### src/rtl/uart_baud_gen_frac_if.sv
// Bundle of control, configuration and tick signals for the fractional
// baud generator. The controller side (UART TX/RX block or a bench) uses
// the master modport; the generator itself uses the slave modport.
//
// Configuration handshake: cfg_load is a one-cycle strobe that is always
// accepted (there is no back-pressure). The values on cfg_int, cfg_frac and
// cfg_osr are sampled on that edge into a shadow. cfg_ack is a one-cycle
// completion pulse that is raised on the edge where the shadow becomes the
// active configuration. A second cfg_load before cfg_ack simply replaces the
// shadow, and only one cfg_ack is produced for it.
interface uart_baud_gen_frac_if #(
    parameter int CNT_W  = 16,
    parameter int FRAC_W = 4,
    parameter int OSR_W  = 5
);
    logic              enable;
    logic [CNT_W-1:0]  cfg_int;
    logic [FRAC_W-1:0] cfg_frac;
    logic [OSR_W-1:0]  cfg_osr;
    logic              cfg_load;
    logic              cfg_ack;
    logic              resync;
    logic              baud_tick;
    logic              bit_tick;
    logic [OSR_W-1:0]  tick_phase;

    modport master (
        output enable, cfg_int, cfg_frac, cfg_osr, cfg_load, resync,
        input  cfg_ack, baud_tick, bit_tick, tick_phase
    );

    modport slave (
        input  enable, cfg_int, cfg_frac, cfg_osr, cfg_load, resync,
        output cfg_ack, baud_tick, bit_tick, tick_phase
    );
endinterface

### src/rtl/uart_baud_gen_frac.sv
// Fractional baud tick generator. An integer down-counter sets the base
// period (cfg_int+1 cycles). A FRAC_W-bit phase accumulator adds one extra
// cycle whenever it overflows, which gives an average period of
// cfg_int+1+cfg_frac/2^FRAC_W. Every (cfg_osr+1)-th baud tick is also a
// bit tick. New configuration waits in a shadow and only becomes active at
// a bit boundary, a resync, or while disabled, so a running bit is never
// cut short or stretched by a reconfiguration.
module uart_baud_gen_frac #(
    parameter int CNT_W  = 16,
    parameter int FRAC_W = 4,
    parameter int OSR_W  = 5
) (
    input  logic                 clk,
    input  logic                 aresetn,
    uart_baud_gen_frac_if.slave  bus
);

    logic [CNT_W-1:0]  cnt;
    logic [FRAC_W-1:0] acc;
    logic              stretch;
    logic [OSR_W-1:0]  phase;

    logic [CNT_W-1:0]  act_int;
    logic [FRAC_W-1:0] act_frac;
    logic [OSR_W-1:0]  act_osr;

    logic [CNT_W-1:0]  sh_int;
    logic [FRAC_W-1:0] sh_frac;
    logic [OSR_W-1:0]  sh_osr;
    logic              pending;

    logic              cfg_ack_q;
    logic              baud_q;
    logic              bit_q;

    // Next-step decode: accumulator sum, tick edge, bit boundary, apply.
    logic [FRAC_W:0]   acc_sum;
    logic              tick_edge;
    logic              wrap;
    logic              apply;

    // Decide whether this edge ticks, wraps the phase and applies the shadow.
    always_comb begin
        acc_sum   = {1'b0, acc} + {1'b0, act_frac};
        tick_edge = 1'b0;
        if (bus.enable && !bus.resync && (cnt == '0)) begin
            // A pending stretch cycle always ends in a tick; otherwise tick
            // unless the accumulator overflows and asks for one more cycle.
            tick_edge = stretch || !acc_sum[FRAC_W];
        end
        wrap  = tick_edge && (phase == act_osr);
        apply = pending && (!bus.enable || bus.resync || wrap);
    end

    // Divider, accumulator, phase counter and double-buffered configuration.
    always_ff @(posedge clk or negedge aresetn) begin
        if (!aresetn) begin
            cnt       <= '0;
            acc       <= '0;
            stretch   <= 1'b0;
            phase     <= '0;
            act_int   <= '0;
            act_frac  <= '0;
            act_osr   <= '0;
            sh_int    <= '0;
            sh_frac   <= '0;
            sh_osr    <= '0;
            pending   <= 1'b0;
            cfg_ack_q <= 1'b0;
            baud_q    <= 1'b0;
            bit_q     <= 1'b0;
        end else begin
            baud_q    <= 1'b0;
            bit_q     <= 1'b0;
            cfg_ack_q <= apply;

            if (!bus.enable || bus.resync) begin
                // Idle or realign: restart a full period from phase 0, with
                // the new divisor already in place if one is being applied.
                cnt     <= apply ? sh_int : act_int;
                acc     <= '0;
                stretch <= 1'b0;
                phase   <= '0;
            end else if (cnt != '0) begin
                cnt <= cnt - CNT_W'(1);
            end else if (tick_edge) begin
                baud_q  <= 1'b1;
                bit_q   <= wrap;
                stretch <= 1'b0;
                phase   <= wrap ? '0 : phase + OSR_W'(1);
                cnt     <= apply ? sh_int : act_int;
                if (apply) begin
                    acc <= '0;
                end else if (!stretch) begin
                    acc <= acc_sum[FRAC_W-1:0];
                end
            end else begin
                // Accumulator overflow: hold at zero for one extra cycle.
                acc     <= acc_sum[FRAC_W-1:0];
                stretch <= 1'b1;
            end

            if (apply) begin
                act_int  <= sh_int;
                act_frac <= sh_frac;
                act_osr  <= sh_osr;
                pending  <= 1'b0;
            end

            // A load on an apply edge wins: the old shadow goes active above
            // and the freshly captured value stays pending for next time.
            if (bus.cfg_load) begin
                sh_int  <= bus.cfg_int;
                sh_frac <= bus.cfg_frac;
                sh_osr  <= bus.cfg_osr;
                pending <= 1'b1;
            end
        end
    end

    assign bus.cfg_ack    = cfg_ack_q;
    assign bus.baud_tick  = baud_q;
    assign bus.bit_tick   = bit_q;
    assign bus.tick_phase = phase;

endmodule

### src/flat_wrapper.sv
// flat-port wrapper written by rule: the top's interface ports become plain ports
module uart_baud_gen_frac_flat 
#(
    parameter int CNT_W  = 16,
    parameter int FRAC_W = 4,
    parameter int OSR_W  = 5
)
  (clk, aresetn, bus_enable, bus_cfg_int, bus_cfg_frac, bus_cfg_osr, bus_cfg_load, bus_resync, bus_cfg_ack, bus_baud_tick, bus_bit_tick, bus_tick_phase);
  uart_baud_gen_frac_if #(.CNT_W(CNT_W), .FRAC_W(FRAC_W), .OSR_W(OSR_W)) bus_i ();
  input  logic clk;
  input  logic aresetn;
  input wire logic [$bits(bus_i.enable)-1:0] bus_enable;
  input wire logic [$bits(bus_i.cfg_int)-1:0] bus_cfg_int;
  input wire logic [$bits(bus_i.cfg_frac)-1:0] bus_cfg_frac;
  input wire logic [$bits(bus_i.cfg_osr)-1:0] bus_cfg_osr;
  input wire logic [$bits(bus_i.cfg_load)-1:0] bus_cfg_load;
  input wire logic [$bits(bus_i.resync)-1:0] bus_resync;
  output wire logic [$bits(bus_i.cfg_ack)-1:0] bus_cfg_ack;
  output wire logic [$bits(bus_i.baud_tick)-1:0] bus_baud_tick;
  output wire logic [$bits(bus_i.bit_tick)-1:0] bus_bit_tick;
  output wire logic [$bits(bus_i.tick_phase)-1:0] bus_tick_phase;
  assign bus_i.enable = bus_enable;
  assign bus_i.cfg_int = bus_cfg_int;
  assign bus_i.cfg_frac = bus_cfg_frac;
  assign bus_i.cfg_osr = bus_cfg_osr;
  assign bus_i.cfg_load = bus_cfg_load;
  assign bus_i.resync = bus_resync;
  assign bus_cfg_ack = bus_i.cfg_ack;
  assign bus_baud_tick = bus_i.baud_tick;
  assign bus_bit_tick = bus_i.bit_tick;
  assign bus_tick_phase = bus_i.tick_phase;
  uart_baud_gen_frac #(.CNT_W(CNT_W), .FRAC_W(FRAC_W), .OSR_W(OSR_W)) u_core (.clk(clk), .aresetn(aresetn), .bus(bus_i));
endmodule
### config.mk
export PLATFORM = sky130hd
export DESIGN_NAME = uart_baud_gen_frac_flat
export DESIGN_NICKNAME = d
export VERILOG_FILES = /design/src/rtl/uart_baud_gen_frac_if.sv /design/src/rtl/uart_baud_gen_frac.sv /design/src/flat_wrapper.sv
export SDC_FILE = /design/constraint.sdc
export NUM_CORES = 1
export LEC_CHECK = 0
export CAP_MARGIN = 25
export CELL_PAD_IN_SITES_DETAIL_PLACEMENT = 0
export CELL_PAD_IN_SITES_GLOBAL_PLACEMENT = 1
export CORE_UTILIZATION = 40
export CTS_CLUSTER_DIAMETER = 60
export DETAILED_ROUTE_END_ITERATION = 8
export GPL_TIMING_DRIVEN = 0
export PLACE_DENSITY = 0.77
export SLEW_MARGIN = 0
export SYNTH_ARGS = -nofsm -noshare
export SYNTH_HDL_FRONTEND = slang
export SYNTH_SLANG_ARGS = --single-unit
export TNS_END_PERCENT = 50
### constraint.sdc
create_clock -name clk -period 3.89 [get_ports clk]
set_input_delay 0.778 -clock clk [delete_from_list [all_inputs] [get_ports clk]]
set_output_delay 0.778 -clock clk [all_outputs]
set_load 0.02 [all_outputs]
==> summary.md <==
| Metric | Value |
|---|---|
| Skew-Pair Late Insertion Delay | 0.35 ns |
| Vias in the first global route | 2457 |
| Simple-Gate Fraction of Synth Area | 0.0942 |
| Fmax achieved | 0.328 GHz |
| Final worst slack | 0.843 ns |
| Finished Core Util | 0.494 |
| CP endpoint kind | register |
| Crit path kind | reg -> reg |
| Via density | 5.09 |
| Most frequent cells in the layout | dfrtp_1, mux2_2, clkdlybuf4s50_1, nor2_1, a21oi_1 |
| Inserted Clock Buffers | 9 |
| Launch point of the critical path | u_core.acc[0] |
| Core box area | 8760 µm² |
| Period minus WS final | 3.05 ns |
| Setup violations, final | 0 |
| Most common cell after layout, fill and taps aside | dfrtp_1 |
| Crit path max fanout | 10 |
| Synth Area in Compound Gates | 0.0856 |
| Max VDD drop | 297 µV |
| NumNets Final | 376 |
| Count of different cell masters after synthesis | 44 |
| Mapped Avg Cell Area | 12.5 µm² |
| Die Area | 9450 µm² |
| Largest net degree at the start of global routing | 43 |
| Initial core utilization | 0.414 |
| Crit-path slowest cell | a211oi_1 |
| Share of cells above drive strength 1 | 0.216 |
| WP buf/inv | 3 |
| Clock-pin slew on the worst setup and hold paths | 0.08 ns |
| Port Buffer Count | 36 |
| Post-CTS Hold Fix Bufs | 0 |
| Synth Area in XOR/XNOR | 0.0556 |
| Grt total ovfl | 0 |
| RSZ-0062 raised after global routing | false |
| Slowest stage delay, CP | 0.46 ns |
| Period utilisation layout | 0.783 |
| DRT Pass-1 Iters | 4 |
| Area delta synth->final | 19.3% |
| Delay-heaviest family, CP | compound AO/OA/AOI/OAI gates |
| Htree depth | 3 |
| Worst Tran Pin Value | 0.714 ns |
| Area after DPL | 4140 µm² |
| Root Driver | clkbuf_8 |
| WL/cell | 14.6 µm |
| TritonCTS clock tree | done |
| Seq/Total Area, Yosys | 0.552 |
| Int Power | 1450 µW |
| Total track usage | 0.157 |
| PwrDens | 455 nW/µm² |
| Iteration-0 DRC Markers | 74 |
| Leakage | 0.00178 µW |
| Hold Path Class | in -> async |
| Placer Congestion | 0.815 |
| Clock Tree Buf Depth | 2 |
| YS warnings | 0 |
| CTS sink cnt | 80 |
| Die Y | 97.2 µm |
| Die width | 97.2 µm |
| Register share of total power | 0.523 |
| Post-CTS Setup Bufs | 0 |
| Logic pwr share | 0.178 |
| Outcome | finished clean |
| P_sw | 517 µW |
| Synth Area in Adders | 0.0297 |
| Slew headroom | 0.519 |
| Post-route antenna net violation count | 0 |
| Crit path launch type | register |
| Mapped Cells | 290 |
| Crit path required time | 4.13 ns |
| Post-DP HPWL | 4700 µm |
| Row cnt | 34 |
| Worst slack, placed | 0.847 ns |
| Main combinational cell family by area after synthesis | multiplexers |
| Setup Skew | 0.00811 ns |
| Post-Layout Inst Area | 4330 µm² |
| CP Cell Sequence | ha_1 > inv_1 > fa_1 > nand2b_1 > a211oi_1 > nor4_2 > o21ai_1 > buf_2 > buf_4 > nand2_1 > o31ai_1 |
| First-pass GRT wire length | 11700 µm |
| Drc violations | 0 |
| RR Startpoint | u_core.acc[0] |
| Final hold vios | 0 |
| Clk pwr share | 0.299 |
| Vias | 2290 |
| Synthesized flop and latch total | 80 |
| Syn Nets | 328 |
| Post-CTS sizing | 0 |
| I/O pins | 38 |
| Multiplexer share of the synthesized area | 0.159 |
| Cell Area, Synth | 3630 µm² |
| Ant. Diodes | 0 |
| Hold slack | 0.391 ns |
| Setup TNS | 0 ns |
| WP data arrival | 3.29 ns |
| Sw frac | 0.263 |
| Final WL | 6570 µm |
| Max Slew Vio Count | 0 |
| Max-cap violation count | 0 |
| Initial antenna violation count | 0 |
==> final cells by class <==
class,count,area [µm²]
buffer,11,53.8
clock buffer,11,141
clock inverter,4,45.0
fill,835,4440
inverter,9,33.8
multi-input combinational,190,1540
sequential,80,2000
tap,108,135
timing repair buffer,37,378
==> stage by stage <==
step           instances  total power [µW]
3_3_place_gp         434              1390
6_report             450              1970
5_1_grt              450              2080
2_1_floorplan        290              1280
3_5_place_dp         435              1400
4_1_cts              450              2000
==> worst paths after layout <==
kind                            slack (ns)  depth (start not counted)             to
worst max register to register        0.84                         11  u_core.acc[3]
worst min register to register        0.49                          1  u_core.acc[2]
worst min-delay path                  0.39                          1  u_core.acc[0]
worst max-delay path                  0.84                         11  u_core.acc[3]
max in group asynchronous             2.90                          2  u_core.cnt[5]
min in group clk                      0.49                          1  u_core.acc[2]
==> cells in the mapped netlist (all sizes together) <==
master / count / area, µm²
or4: 1 / 7.51
or3: 2 / 12.5
xnor2: 10 / 87.6
o21ba: 1 / 10.0
or2: 1 / 6.26
o21a: 13 / 97.6
a221o: 1 / 10.0
a31oi: 1 / 6.26
nor2: 16 / 60.1
a21o: 3 / 22.5
a21oi: 14 / 70.1
nor3: 3 / 15.0
clkbuf: 6 / 22.5
fa: 1 / 20.0
and4: 2 / 17.5
nand4: 3 / 25.0
inv: 9 / 33.8
nor2b: 2 / 12.5
nand2: 12 / 45.0
mux2: 49 / 556
o21ai: 6 / 30.0
a211oi: 1 / 7.51
nor4: 5 / 58.8
xor2: 13 / 114
and3: 1 / 6.26
nor3b: 1 / 7.51
buf: 5 / 31.3
nand2b: 6 / 37.5
o21bai: 2 / 15.0
mux2i: 2 / 20.0
nand3: 6 / 30.0
a32o: 1 / 10.0
ha: 7 / 87.6
o31ai: 3 / 22.5
a2111oi: 1 / 8.76
dfrtp: 80 / 2000
==> power groups by stage <==
stage	combinational [µW]	sequential [µW]	clock [µW]
floorplan	255	1030	0
global placement	342	1040	0
CTS	357	1030	609
detailed placement	354	1050	0
global route	397	1050	635
finish	350	1030	587
==> kinds of logic (layout without fill, tap and decap cells) <==
kind of cell             Yosys count  after routing
AO/OA/AOI/OAI                     47             47
buffers and inverters             20             72
multiplexers                      51             51
XOR/XNOR                          23             23
flip-flops                        80             80
adder cells (fa/ha/maj)            8              8
AND/OR/NAND/NOR                   61             61
==> metal layers <==
metal  routed length, µm  part of all wire  track usage  up-vias
met5                   0                 0            0        -
met4                  65            0.0099       0.0498        0
met3                 279             0.042       0.0532        7
met2                3190              0.49        0.254       39
met1                3040              0.46        0.197     1131
li1                    -                 -            -     1113
==> state kept, by name, summed over array words and instances, names as in the netlist <==
register and count:
u_core.acc 4, u_core.act_frac 4, u_core.act_int 16, u_core.act_osr 5, u_core.bus.baud_tick 1, u_core.bus.bit_tick 1, u_core.bus.cfg_ack 1, u_core.bus.tick_phase 5
u_core.cnt 16, u_core.pending 1, u_core.sh_frac 4, u_core.sh_int 16, u_core.sh_osr 5, u_core.stretch 1
(Power assumes the default switching activity.)
